<file path="config.mk">
export PLATFORM = sky130hd
export DESIGN_NAME = signal_monitor
export DESIGN_NICKNAME = d
export VERILOG_FILES = /design/src/rtl/signal_monitor.sv
export SDC_FILE = /design/constraint.sdc
export NUM_CORES = 1
export LEC_CHECK = 0
export BUFFER_PORTS_ARGS = -buffer_cell sky130_fd_sc_hd__buf_2
export CORE_MARGIN = 2
export CORE_UTILIZATION = 35
export CTS_BUF_LIST = sky130_fd_sc_hd__clkbuf_4 sky130_fd_sc_hd__clkbuf_8
export DETAILED_ROUTE_END_ITERATION = 6
export PLACE_DENSITY_LB_ADDON = 0.25
export SLEW_MARGIN = 5
export SYNTH_ARGS = -nofsm -noshare
export SYNTH_HDL_FRONTEND = slang
export SYNTH_SLANG_ARGS = --single-unit
</file>
<file path="constraint.sdc">
create_clock -name clk -period 6.3 [get_ports clk]
set_input_delay 0.315 -clock clk [delete_from_list [all_inputs] [get_ports clk]]
set_output_delay 0.315 -clock clk [all_outputs]
set_load 0.05 [all_outputs]
</file>
<file path="src/rtl/signal_monitor.sv">
// -----------------------------------------------------------------------------
// signal_monitor
//
// Conflict monitor for a four-way traffic signal. The lamp codes of the four
// approaches are sampled on every clock edge and checked for legal codes,
// conflicting non-red directions, dark lamps, illegal per-direction sequences,
// a green phase held too long and an all-red gap held too long. The first
// violation is latched together with its cause, and the fail-safe flasher
// output starts toggling until the fault is cleared.
//
// Parameters
//   MAX_GREEN   maximum consecutive green samples for one direction
//   MAX_ALLRED  maximum consecutive all-red samples while running
//   FLASH_HALF  half-period of the flash output, in clk cycles
//
// Ports
//   clk          clock, all logic on the rising edge
//   rst          synchronous active-high reset, dominates every other input
//   N, E, S, W   lamp codes: 100 red, 001 yellow, 010 green, 000 dark
//   clr_fault    clears a latched fault (only acted on while faulted)
//   fault        latched fault flag
//   fault_code   cause of the first fault:
//                1 INVALID, 2 CONFLICT, 3 DARK, 4 SEQUENCE, 5 STUCK, 6 GAP
//   flash        fail-safe flasher drive
//   active_dir   index of the non-red direction (0=N, 1=E, 2=S, 3=W)
//   serve_count  number of completed green phases (wraps 255 -> 0)
// -----------------------------------------------------------------------------
module signal_monitor #(
  parameter int MAX_GREEN  = 16,
  parameter int MAX_ALLRED = 4,
  parameter int FLASH_HALF = 2
) (
  input  logic       clk,
  input  logic       rst,
  input  logic [2:0] N,
  input  logic [2:0] E,
  input  logic [2:0] S,
  input  logic [2:0] W,
  input  logic       clr_fault,
  output logic       fault,
  output logic [2:0] fault_code,
  output logic       flash,
  output logic [1:0] active_dir,
  output logic [7:0] serve_count
);

  localparam int GW = $clog2(MAX_GREEN + 1);
  localparam int AW = $clog2(MAX_ALLRED + 1);
  localparam int FW = (FLASH_HALF > 1) ? $clog2(FLASH_HALF) : 1;

  localparam logic [2:0] L_RED  = 3'b100;
  localparam logic [2:0] L_YEL  = 3'b001;
  localparam logic [2:0] L_GRN  = 3'b010;
  localparam logic [2:0] L_DARK = 3'b000;

  localparam logic [2:0] FC_NONE     = 3'd0;
  localparam logic [2:0] FC_INVALID  = 3'd1;
  localparam logic [2:0] FC_CONFLICT = 3'd2;
  localparam logic [2:0] FC_DARK     = 3'd3;
  localparam logic [2:0] FC_SEQUENCE = 3'd4;
  localparam logic [2:0] FC_STUCK    = 3'd5;
  localparam logic [2:0] FC_GAP      = 3'd6;

  typedef enum logic [1:0] {
    S_INIT  = 2'd0,
    S_RUN   = 2'd1,
    S_FAULT = 2'd2
  } state_t;

  // ---------------------------------------------------------------------------
  // State registers
  // ---------------------------------------------------------------------------
  state_t          r_state;
  logic [2:0]      r_prev [4];
  logic [1:0]      r_exp_dir;
  logic [GW-1:0]   r_green_cnt;
  logic [AW-1:0]   r_allred_cnt;
  logic            r_fault;
  logic [2:0]      r_fault_code;
  logic            r_flash;
  logic [FW-1:0]   r_flash_div;
  logic [1:0]      r_active_dir;
  logic [7:0]      r_serve_count;

  state_t          w_state_next;
  logic [2:0]      w_prev_next [4];
  logic [1:0]      w_exp_dir_next;
  logic [GW-1:0]   w_green_cnt_next;
  logic [AW-1:0]   w_allred_cnt_next;
  logic            w_fault_next;
  logic [2:0]      w_fault_code_next;
  logic            w_flash_next;
  logic [FW-1:0]   w_flash_div_next;
  logic [1:0]      w_active_dir_next;
  logic [7:0]      w_serve_count_next;

  // ---------------------------------------------------------------------------
  // Per-direction decode
  // ---------------------------------------------------------------------------
  logic [2:0] w_lamp [4];
  logic [2:0] w_ref  [4];
  logic [3:0] w_is_red;
  logic [3:0] w_is_yel;
  logic [3:0] w_is_grn;
  logic [3:0] w_is_dark;
  logic [3:0] w_valid;
  logic [3:0] w_seq_ok;
  logic [3:0] w_g2r;
  logic [3:0] w_nonred;

  assign w_lamp[0] = N;
  assign w_lamp[1] = E;
  assign w_lamp[2] = S;
  assign w_lamp[3] = W;

  for (genvar gi = 0; gi < 4; gi++) begin : g_dir
    // The first non-dark sample out of INIT is judged against an all-red
    // history, so the reference lamp is forced red outside RUN.
    assign w_ref[gi]     = (r_state == S_RUN) ? r_prev[gi] : L_RED;

    assign w_is_red[gi]  = (w_lamp[gi] == L_RED);
    assign w_is_yel[gi]  = (w_lamp[gi] == L_YEL);
    assign w_is_grn[gi]  = (w_lamp[gi] == L_GRN);
    assign w_is_dark[gi] = (w_lamp[gi] == L_DARK);
    assign w_valid[gi]   = w_is_red[gi] | w_is_yel[gi] | w_is_grn[gi] | w_is_dark[gi];
    assign w_nonred[gi]  = ~w_is_red[gi];

    // Only the direction due next may leave red.
    assign w_seq_ok[gi] =
        (w_ref[gi] == L_RED) ? (w_is_red[gi] || (w_is_yel[gi] && (r_exp_dir == 2'(gi)))) :
        (w_ref[gi] == L_YEL) ? (w_is_yel[gi] || w_is_grn[gi]) :
        (w_ref[gi] == L_GRN) ? (w_is_grn[gi] || w_is_red[gi]) :
                               1'b0;

    assign w_g2r[gi] = (w_ref[gi] == L_GRN) && w_is_red[gi];
  end

  // ---------------------------------------------------------------------------
  // Whole-sample checks
  // ---------------------------------------------------------------------------
  logic       w_any_invalid;
  logic       w_conflict;
  logic       w_any_dark;
  logic       w_all_dark;
  logic       w_seq_err;
  logic       w_any_green;
  logic       w_all_red;
  logic       w_stuck;
  logic       w_gap;
  logic [2:0] w_run_code;
  logic [1:0] w_nonred_idx;

  assign w_any_invalid = ~&w_valid;
  // More than one bit set: clearing the lowest set bit leaves something.
  assign w_conflict    = |(w_nonred & (w_nonred - 4'd1));
  assign w_any_dark    = |w_is_dark;
  assign w_all_dark    = &w_is_dark;
  assign w_seq_err     = ~&w_seq_ok;
  assign w_any_green   = |w_is_grn;
  assign w_all_red     = &w_is_red;
  // The counters hold the number of earlier consecutive samples, so the
  // sample that would push them past the limit is the offending one.
  assign w_stuck       = w_any_green && (r_green_cnt == GW'(MAX_GREEN));
  assign w_gap         = w_all_red && (r_allred_cnt == AW'(MAX_ALLRED));

  always_comb begin
    w_run_code = FC_NONE;
    if (w_any_invalid)      w_run_code = FC_INVALID;
    else if (w_conflict)    w_run_code = FC_CONFLICT;
    else if (w_any_dark)    w_run_code = FC_DARK;
    else if (w_seq_err)     w_run_code = FC_SEQUENCE;
    else if (w_stuck)       w_run_code = FC_STUCK;
    else if (w_gap)         w_run_code = FC_GAP;
  end

  // Index of the non-red direction; only used when exactly one is non-red.
  always_comb begin
    w_nonred_idx = r_active_dir;
    for (int i = 3; i >= 0; i--) begin
      if (w_nonred[i]) w_nonred_idx = 2'(i);
    end
  end

  // ---------------------------------------------------------------------------
  // Next-state logic
  // ---------------------------------------------------------------------------
  logic       w_do_fault;
  logic [2:0] w_cause;
  logic       w_accept;

  always_comb begin
    w_state_next       = r_state;
    w_exp_dir_next     = r_exp_dir;
    w_green_cnt_next   = r_green_cnt;
    w_allred_cnt_next  = r_allred_cnt;
    w_fault_next       = r_fault;
    w_fault_code_next  = r_fault_code;
    w_flash_next       = r_flash;
    w_flash_div_next   = r_flash_div;
    w_active_dir_next  = r_active_dir;
    w_serve_count_next = r_serve_count;
    for (int i = 0; i < 4; i++) w_prev_next[i] = r_prev[i];
    w_do_fault = 1'b0;
    w_cause    = FC_NONE;
    w_accept   = 1'b0;

    case (r_state)
      S_INIT: begin
        // All-dark is the legal power-up condition; a partially lit head
        // is a dark fault regardless of what the lit lamps show.
        if (w_any_dark) begin
          w_do_fault = ~w_all_dark;
          w_cause    = FC_DARK;
        end else if (w_run_code != FC_NONE) begin
          w_do_fault = 1'b1;
          w_cause    = w_run_code;
        end else begin
          w_accept = 1'b1;
        end
      end

      S_RUN: begin
        if (w_run_code != FC_NONE) begin
          w_do_fault = 1'b1;
          w_cause    = w_run_code;
        end else begin
          w_accept = 1'b1;
        end
      end

      S_FAULT: begin
        if (r_flash_div == FW'(FLASH_HALF - 1)) begin
          w_flash_next     = ~r_flash;
          w_flash_div_next = '0;
        end else begin
          w_flash_div_next = r_flash_div + 1'b1;
        end
        // serve_count and active_dir are deliberately left untouched.
        if (clr_fault) begin
          w_state_next      = S_INIT;
          w_fault_next      = 1'b0;
          w_fault_code_next = FC_NONE;
          w_flash_next      = 1'b0;
          w_flash_div_next  = '0;
          w_green_cnt_next  = '0;
          w_allred_cnt_next = '0;
          w_exp_dir_next    = 2'd0;
          for (int i = 0; i < 4; i++) w_prev_next[i] = L_RED;
        end
      end

      default: begin
        w_state_next = S_INIT;
      end
    endcase

    // A faulting sample updates nothing but the fault latch and flasher.
    if (w_do_fault) begin
      w_state_next      = S_FAULT;
      w_fault_next      = 1'b1;
      w_fault_code_next = w_cause;
      w_flash_next      = 1'b1;
      w_flash_div_next  = '0;
    end

    if (w_accept) begin
      w_state_next      = S_RUN;
      for (int i = 0; i < 4; i++) w_prev_next[i] = w_lamp[i];
      w_green_cnt_next  = w_any_green ? (r_green_cnt + 1'b1) : '0;
      w_allred_cnt_next = w_all_red ? (r_allred_cnt + 1'b1) : '0;
      if (|w_nonred) w_active_dir_next = w_nonred_idx;
      if (|w_g2r) begin
        w_serve_count_next = r_serve_count + 8'd1;
        w_exp_dir_next     = r_exp_dir + 2'd1;
      end
    end
  end

  // ---------------------------------------------------------------------------
  // Registers
  // ---------------------------------------------------------------------------
  always_ff @(posedge clk) begin
    if (rst) begin
      r_state       <= S_INIT;
      r_exp_dir     <= 2'd0;
      r_green_cnt   <= '0;
      r_allred_cnt  <= '0;
      r_fault       <= 1'b0;
      r_fault_code  <= FC_NONE;
      r_flash       <= 1'b0;
      r_flash_div   <= '0;
      r_active_dir  <= 2'd0;
      r_serve_count <= 8'd0;
      for (int i = 0; i < 4; i++) r_prev[i] <= L_RED;
    end else begin
      r_state       <= w_state_next;
      r_exp_dir     <= w_exp_dir_next;
      r_green_cnt   <= w_green_cnt_next;
      r_allred_cnt  <= w_allred_cnt_next;
      r_fault       <= w_fault_next;
      r_fault_code  <= w_fault_code_next;
      r_flash       <= w_flash_next;
      r_flash_div   <= w_flash_div_next;
      r_active_dir  <= w_active_dir_next;
      r_serve_count <= w_serve_count_next;
      for (int i = 0; i < 4; i++) r_prev[i] <= w_prev_next[i];
    end
  end

  assign fault       = r_fault;
  assign fault_code  = r_fault_code;
  assign flash       = r_flash;
  assign active_dir  = r_active_dir;
  assign serve_count = r_serve_count;

endmodule

</file>
==> impl_metrics.csv, run 1 <==
group,metric,value,unit
run_status,run_status,"finished clean",
final_layout,syn_to_final_growth,10.3,%
clock_tree,cts_tree,"yes",
synth,syn_nets,371,
route,via_per_inst,5.69,
power,p_seq_share,48.0,%
clock_tree,h-tree-depth,2,
floorplan,start_util,35.7,%
worst_setup_path,cp_max_fo,29,
power,p_per_area,181,nW/um2
clock_tree,clk_pin_slew,0.09,ns
synth,yosysWarnings,0,
sta,setup_viol,0,
final_layout,final_area,3010,um2
clock_tree,max-clock-path-buffers,2,
synth,ys_seq_area_share,29.3,%
synth,synth-edff-count,0,
synth,async_flop_share,0,%
worst_setup_path,cp-end-kind,"register",
grt,grt_pass1_wl,11900,um
final_layout,drive_gt1_share,15.6,%
place,placed_area,2900,um2
route,wl,7290,um
grt,grtUsageTotal,17.3,%
clock_tree,cts_hold_buf,0,
floorplan,die_w,92.4,um
synth,synth_cell_type_count,60,
sta,whs,0.369,ns
synth,syn_avg_cell_area,7.88,um2
sta,finalSetupTns,0,ns
place,portBuffers,29,
route,firstDrtPassIters,4,
place,place.gp.congestion,0.858,
route,wire_per_inst,15.8,um
clock_tree,cts_num_sinks,40,
sta,fin_skew,0.00697,ns
synth,ys_seq_elements,40,
floorplan,core,7650,um2
worst_setup_path,worstPathRequired,6.50,ns
grt,grt-ovfl-total,0,
final_layout,nNetsFinal,382,
sta,worst_pin_slew,0.983,ns
floorplan,die_h,92.4,um
power,netSwitchingFraction,27.9,%
final_layout,fillers,780,
floorplan,die-area,8530,um2
grt,antenna_found_initial,0,
power,pwr-share-clk,39.6,%
power,ir_drop,0.0000907,V
clock_tree,cts_setup_buffers,0,
route,vias,2621,
power,pwr-share-comb,12.3,%
synth,syn_inst,347,
floorplan,placementRows,32,
worst_setup_path,worstSetupPathType,"register to register",
sta,rsz0062_at_grt,"no",
clock_tree,clock_latency,0.30,ns
clock_tree,numCtsBuffers,5,
synth,syn_area,2730,um2
route,ant_nets,0,
sta,drv_slew,0,
final_layout,antennaDiodeCount,0,
power,p_leak,1.01,nW
sta,timing.final.crit_share,54.6,%
route,drcViolationCount,0,
worst_setup_path,startpoint_type,"register",
worst_setup_path,rrSetupSlack,2.86,ns
sta,slew_headroom,34.4,%
synth,synth_ff_type,"dfxtp_1",
sta,max_freq,291,MHz
clock_tree,post_cts_resized,0,
worst_setup_path,cp.arrival,3.64,ns
grt,grt_pass1_vias,2387,
clock_tree,root_buffer,"clkbuf_8",
floorplan,ios,30,
worst_hold_path,min_path_type,"primary input to register",
sta,hold_violations,0,
route,drt_iter0_drc,171,
run,drv_cap,0,
grt,grt_max_degree,41,
power,switchingPower,0.000152,W
power,intPower,0.000393,W
place,dp_hpwl,5110,um
final_layout,post-route-util,39.4,%
sta,fin_crit,3.44,ns
power,total_power,0.000545,W
cell usage in the layout (no fill, tap or decap), drive strengths merged, types with 3 or more instances in the layout:
| cell type | count |
|---|---|
| dfxtp | 40 |
| a21oi | 33 |
| buf | 30 |
| nor2 | 22 |
| nand2 | 22 |
| nand3 | 22 |
| o21ai | 19 |
| inv | 13 |
| o211ai | 13 |
| nor3 | 12 |
| nor3b | 12 |
| nand4 | 11 |
| ha | 9 |
| nand2b | 7 |
| nor4 | 7 |
| or3 | 6 |
| nor4bb | 5 |
| clkbuf | 5 |
| mux2 | 5 |
| nor2b | 4 |
| nand3b | 4 |
| xor2 | 4 |
| o31ai | 4 |
| or4 | 4 |
| a211oi | 3 |
| nor4b | 3 |
| a22oi | 3 |
power by group through the flow:
stage	Combinational (W)	Clock [W]	Sequential [W]
after floorplan	0.0000443	0	0.000273
after global placement	0.0000664	0	0.000268
after detailed placement	0.0000672	0	0.000268
after CTS	0.0000673	0.000220	0.000262
after global routing	0.0000737	0.000231	0.000263
final	0.0000672	0.000216	0.000262
layer usage:
layer  global-route usage [%]  share of wire, %  vias up  wire [um]
met3                     3.17               4.7        7        344
met5                        0                 0        -          0
met1                     23.7                46     1229       3390
met2                     27.8                48       60       3470
met4                     4.48               1.2        0         85
li1                         -                 -     1325          -
synth_stat cells (all sizes together), types with 2 or more instances:
master | instances | area, um2
or4b | 2 | 20.0
nor2 | 22 | 82.6
o22ai | 2 | 12.5
dfxtp | 40 | 801
or3 | 6 | 37.5
a211oi | 3 | 22.5
a41o | 2 | 20.0
mux2 | 5 | 56.3
nor4bb | 5 | 50.1
o311ai | 2 | 17.5
or2 | 2 | 12.5
or3b | 2 | 17.5
inv | 13 | 48.8
nand2b | 7 | 43.8
o31ai | 4 | 30.0
nor4b | 3 | 26.3
ha | 9 | 113
o32ai | 2 | 17.5
nor3b | 12 | 121
a22oi | 3 | 22.5
nor2b | 4 | 25.0
a2111o | 2 | 22.5
or4 | 4 | 30.0
o211ai | 13 | 97.6
clkbuf | 15 | 56.3
and2 | 2 | 12.5
o21ai | 19 | 95.1
nand4 | 11 | 75.1
buf | 11 | 55.1
xor2 | 4 | 35.0
nand3 | 22 | 110
nor3 | 12 | 60.1
a21oi | 33 | 165
nor4 | 7 | 71.3
nand3b | 4 | 30.0
a31oi | 2 | 12.5
nand2 | 22 | 82.6
final cells by class:
| type | count | area, um2 | area share [%] |
|---|---|---|---|
| well taps | 102 | 128 | 4.23 |
| clock inverters | 3 | 42.5 | 1.41 |
| multi-input cells | 267 | 1770 | 58.7 |
| repair buffers | 30 | 153 | 5.06 |
| flip-flops and latches | 40 | 801 | 26.6 |
| inverters | 14 | 52.6 | 1.74 |
| clock buffers | 5 | 68.8 | 2.28 |
registers in the layout (all words and copies together), names as in the netlist, 2 cells and up:
signal and cells:
fault_code 3, serve_count 8, r_allred_cnt 3, active_dir 2, r_exp_dir 2, r_green_cnt 5
r_state 2, r_prev 12
worst paths after layout:
check,start,endpoint,cells past startpoint
min,W[1],r_prev[3][1],3
max,r_state[1],serve_count[7],7
max reg2reg,r_state[1],serve_count[7],7
min reg2reg,fault,fault,2
metrics by stage:
step           setup WS, ns  cells
2_1_floorplan          3.74    347
3_3_place_gp           3.00    453
3_5_place_dp           2.90    453
4_1_cts                2.86    461
5_1_grt                2.56    461
6_report               2.86    461
critical path, stage by stage (launching register included):
cell and delay [ns]:
dfxtp_1 0.98, nand2b_1 0.28, a211oi_1 0.07, o21ai_0 0.13, nand4_2 0.20, or4_1 0.89, nor4_1 0.42, mux2_1 0.35
logic make-up (layout without fill, tap and decap cells):
logic type / count (synthesis) / in the layout / synth area share [%]
AOI/OAI and AO/OA: 96 / 96 / 22.5
xor gates and xnor gates: 5 / 5 / 1.60
adders and majority gates: 9 / 9 / 4.12
buffers and inverters: 40 / 52 / 6.00
DFF: 40 / 40 / 29.3
muxes: 5 / 5 / 2.06
and+or+nand+nor: 152 / 152 / 34.4
Power figures use the tool's default switching activity.
==> inputs of run 2 (changes only) <==
Clock period 6.3 ns to 3.12 ns, I/O delays scaled along.
==> run 2 against run 1 <==
Net effect: final area grew 2.4%; critical path type unchanged; critical path depth grew 2; worst hold slack lost 0.17 ns; clock power grew 110%; global-route usage grew 1.3 points; sequential share of layout area shrank 0.61 points.
==> impl_metrics.csv, run 2 (synthesized netlist as in run 1, its figures left out) <==
group,metric,value,unit
run_status,run_status,"finished clean",
final_layout,syn_to_final_growth,12.9,%
route,wl_met1,3430,um
route,drt_iter0_drc,181,
route,met2WireLength,3670,um
grt,grt_pass1_vias,2532,
sta,fin_crit,2.85,ns
sta,max_freq,351,MHz
route,vias,2691,
floorplan,ios,30,
final_layout,fillers,776,
worst_setup_path,crit_chain,"inv_1 > ha_1 > nor4bb_1 > a211oi_1 > a21oi_1 > nand4_2 > or4_1 > nor4_1 > mux2_1",
worst_setup_path,rrSetupSlack,0.27,ns
final_layout,nNetsFinal,391,
clock_tree,cts_tree,"yes",
route,met3_length,446,um
worst_setup_path,cp-end-kind,"register",
place,portBuffers,29,
clock_tree,cts_num_sinks,40,
sta,fin_skew,0.00488,ns
final_layout,largest_reg_flops,12,
clock_tree,cts_hold_buf,0,
final_layout,regMostFlops,"r_prev",
power,ir_drop,0.000220,V
floorplan,die-area,8530,um2
worst_setup_path,cpMaxStageDelayCell,"or4_1",
worst_setup_path,worstPathRequired,3.32,ns
clock_tree,clk_pin_slew,0.09,ns
worst_hold_path,min_path_type,"primary input to register",
route,via_per_inst,5.73,
final_layout,final_area,3090,um2
route,drcViolationCount,0,
final_layout,drive_gt1_share,17.7,%
route,wl,7620,um
final_layout,antennaDiodeCount,0,
sta,setup_viol,0,
final_layout,final_cell_mix,"dfxtp_1 (40), a21oi_1 (33), buf_2 (29)",
worst_setup_path,worst-path-buf-inv,1,
sta,worst_pin_slew,0.872,ns
floorplan,die_h,92.4,um
clock_tree,post_cts_resized,0,
worst_setup_path,critPathMaxStageDelay,0.71,ns
route,ant_nets,0,
floorplan,die_w,92.4,um
worst_setup_path,startpoint_type,"register",
route,wire_per_inst,16.2,um
floorplan,core,7650,um2
grt,antenna_found_initial,0,
clock_tree,numCtsBuffers,5,
route,topRoutingLayerUsed,"met4",
sta,drv_slew,0,
sta,finalSetupTns,0,ns
run,drv_cap,0,
sta,hold_violations,0,
sta,fin_ws,0.268,ns
place,pre_cts_slack,0.255,ns
worst_setup_path,worstSetupPathType,"register to register",
clock_tree,max-clock-path-buffers,2,
grt,grtUsageTotal,18.5,%
clock_tree,clock_latency,0.30,ns
place,place.gp.congestion,0.893,
worst_setup_path,cp.arrival,3.05,ns
final_layout,layout_commonest_cell,"dfxtp_1",
place,placed_area,2970,um2
worst_setup_path,cp_max_fo,6,
clock_tree,cts_setup_buffers,0,
clock_tree,h-tree-depth,2,
sta,slew_headroom,41.7,%
sta,timing.final.crit_share,91.4,%
grt,grt_max_degree,41,
grt,grt_pass1_wl,12800,um
power,p_per_area,363,nW/um2
power,p_leak,1.05,nW
route,firstDrtPassIters,4,
grt,grt-ovfl-total,0,
sta,rsz0062_at_grt,"no",
place,dp_hpwl,5420,um
clock_tree,root_buffer,"clkbuf_8",
worst_setup_path,crit_family,"simple AND/OR/NAND/NOR gates",
floorplan,placementRows,32,
floorplan,start_util,35.7,%
## run 2: layout make-up
type	count	area [um2]	share of cell area (%)
Multi-Input combinational cell	267	1770	57.3
Clock inverter	3	46.3	1.50
Timing Repair Buffer	39	220	7.14
Clock buffer	5	68.8	2.23
Inverter	14	52.6	1.70
Sequential cell	40	801	26.0
Tap cell	102	128	4.14
## run 2: report_power, final
group | total (W) | leakage (nW) | internal (W) | switching [W]
Sequential | 0.000520 | 0.324 | 0.000517 | 0.00000345
Combinational | 0.000152 | 0.671 | 0.0000435 | 0.000109
Clock | 0.000448 | 0.0548 | 0.000241 | 0.000207
## run 2: path summary, 6_finish.rpt
path	from	end	depth (start not counted)
hold reg to reg	fault	fault	2
hold / removal	E[1]	r_prev[1][1]	3
setup reg to reg	r_exp_dir[1]	serve_count[7]	9
setup / recovery	r_exp_dir[1]	serve_count[7]	9
## run 2: per-stage QoR
step	std cells	utilization, %	total power, W	hold slack [ns]
2_1_floorplan	347	-	0.000640	0.324
3_3_place_gp	462	38.8	0.000683	0.443
3_5_place_dp	462	38.8	0.000684	0.449
4_1_cts	470	40.3	0.00113	0.193
5_1_grt	470	40.3	0.00117	0.211
6_report	470	40.3	0.00112	0.202
## run 2: layer usage
layer / GRT usage, % / vias up
met3: 2.52 / 7
met5: 0 / -
met4: 5.72 / 0
met1: 24.8 / 1272
met2: 31.0 / 68
li1: - / 1344
## run 2: tightest hold or removal path: stages
cell	delay, ns
buf_2	0.15
nand3_1	0.09
a21oi_1	0.06
==> inputs of run 3 (changes only) <==
==> constraint.sdc (replaced) <==
create_clock -name clk -period 3.12 [get_ports clk]
set_input_delay 0.624 -clock clk [delete_from_list [all_inputs] [get_ports clk]]
set_output_delay 0.624 -clock clk [all_outputs]
set_load 0.05 [all_outputs]
==> run 3 against run 2 <==
Net effect: critical endpoint unchanged; clock skew up 0.0052 ns; sequential power barely moved; die area unchanged; largest cell class unchanged.
==> impl_metrics.csv, run 3 (synthesized netlist as in run 1, its figures left out) <==
group,metric,value,unit
route,firstDrtPassIters,4,
sta,fin_skew,0.0100,ns
final_layout,regMostFlops,"r_prev",
sta,fin_crit,2.90,ns
power,ir_drop,0.000168,V
worst_setup_path,rrSetupSlack,0.22,ns
route,vias,2746,
clock_tree,clk_pin_slew,0.09,ns
place,dp_hpwl,5630,um
sta,slew_headroom,62.1,%
route,ant_nets,0,
floorplan,die_w,92.4,um
final_layout,layout_commonest_cell,"dfxtp_1",
worst_setup_path,crit_end,"serve_count[7]",
clock_tree,post_cts_resized,0,
place,pre_cts_slack,-0.0444,ns
sta,finalSetupTns,0,ns
run_status,run_status,"finished clean",
clock_tree,max-clock-path-buffers,2,
grt,antenna_found_initial,0,
sta,hold_violations,0,
sta,rsz0062_at_grt,"no",
final_layout,largest_reg_flops,12,
route,drcViolationCount,0,
final_layout,fillers,777,
final_layout,nNetsFinal,408,
final_layout,antennaDiodeCount,0,
sta,worst_pin_slew,0.564,ns
floorplan,die-area,8530,um2
grt,grt_pass1_wl,12600,um
final_layout,syn_to_final_growth,17.4,%
power,p_per_area,350,nW/um2
final_layout,drive_gt1_share,21.3,%
worst_setup_path,rr_worst_depth,9,
final_layout,multi_input_area,1770,um2
sta,drv_slew,0,
route,drt_iter0_drc,146,
floorplan,die_h,92.4,um
floorplan,placementRows,32,
worst_setup_path,r2r_end,"serve_count[7]",
clock_tree,cts_tree,"yes",
clock_tree,clock_latency,0.31,ns
clock_tree,h-tree-depth,2,
worst_hold_path,min_path_type,"register to register",
final_layout,final_cell_mix,"dfxtp_1 (40), a21oi_1 (33), buf_2 (29)",
grt,grt-ovfl-total,0,
grt,grt_pass1_vias,2538,
power,total_power,0.00112,W
worst_setup_path,worstPathRequired,3.32,ns
route,wl,7670,um
sta,timing.final.crit_share,92.8,%
place,place.gp.congestion,0.870,
clock_tree,root_buffer,"clkbuf_8",
grt,grt_max_degree,40,
sta,fin_ws,0.225,ns
worst_setup_path,crit_start,"r_exp_dir[1]",
clock_tree,cts_hold_buf,0,
grt,grtUsageTotal,18.2,%
final_layout,seqCellArea,801,um2
worst_setup_path,worstSetupPathType,"register to register",
route,via_per_inst,5.64,
sta,max_freq,345,MHz
worst_setup_path,cp_max_fo,8,
floorplan,start_util,35.7,%
sta,setup_viol,0,
clock_tree,numCtsBuffers,5,
run,drv_cap,0,
floorplan,core,7650,um2
clock_tree,cts_num_sinks,40,
clock_tree,cts_setup_buffers,0,
worst_setup_path,r2r-start,"r_exp_dir[1]",
worst_setup_path,startpoint_type,"register",
route,wire_per_inst,15.8,um
place,dp_cells,479,
final_layout,stdcell_count,487,
final_layout,post-route-util,42.0,%
power,p_leak,1.13,nW
floorplan,ios,30,
worst_setup_path,cp-end-kind,"register",
worst_setup_path,cp.arrival,3.10,ns
place,portBuffers,29,
run 3: cell types whose count changed in the layout (fill, tap and decap cells not counted):
cell	previous run	this run
buf_4	10	27
clkinv_2	0	1
inv_6	1	0
run 3: routing by layer:
layer / global-route usage (%) / wire length (um)
met1: 24.1 / 3680
met2: 31.6 / 3690
met3: 2.44 / 225
met4: 3.73 / 72
met5: 0 / 0
run 3: power by group:
part           internal (W)  switching [W]  leakage, nW  total (W)
sequential         0.000517     0.00000378        0.324   0.000520
combinational     0.0000530       0.000109        0.748   0.000162
clock              0.000237       0.000205       0.0541   0.000442
total              0.000807       0.000318         1.13    0.00112
run 3: worst min path at each step:
stage,startpoint,end,cells past startpoint
6_report,fault,fault,2
5_1_grt,fault,fault,2
4_1_cts,fault,fault,2
3_5_place_dp,fault,fault,2
3_3_place_gp,fault,fault,2
2_1_floorplan,r_green_cnt[4],r_green_cnt[4],2
run 3: worst max-delay path: stages, from the launching register on:
cell and delay (ns):
dfxtp_1 0.34, inv_1 0.10, ha_1 0.16, nor4bb_1 0.34, a211oi_1 0.09, a21oi_1 0.16, nand4_2 0.13, or4_1 0.74
nor4_1 0.38, mux2_1 0.35
run 3: through the flow:
stage,cell area (um2),hold slack [ns]
after global placement,3100,0.445
after global routing,3210,0.488
after floorplan,2730,0.458
final,3210,0.454
after CTS,3210,0.458
after detailed placement,3100,0.445
run 3: area by class of cell:
type | instances | share of cell area, %
well taps | 102 | 3.98
multi-input cells | 267 | 55.1
repair buffers | 56 | 10.8
inverters | 14 | 1.64
flip-flops and latches | 40 | 25.0
clock buffers | 5 | 2.14
clock inverters | 3 | 1.33
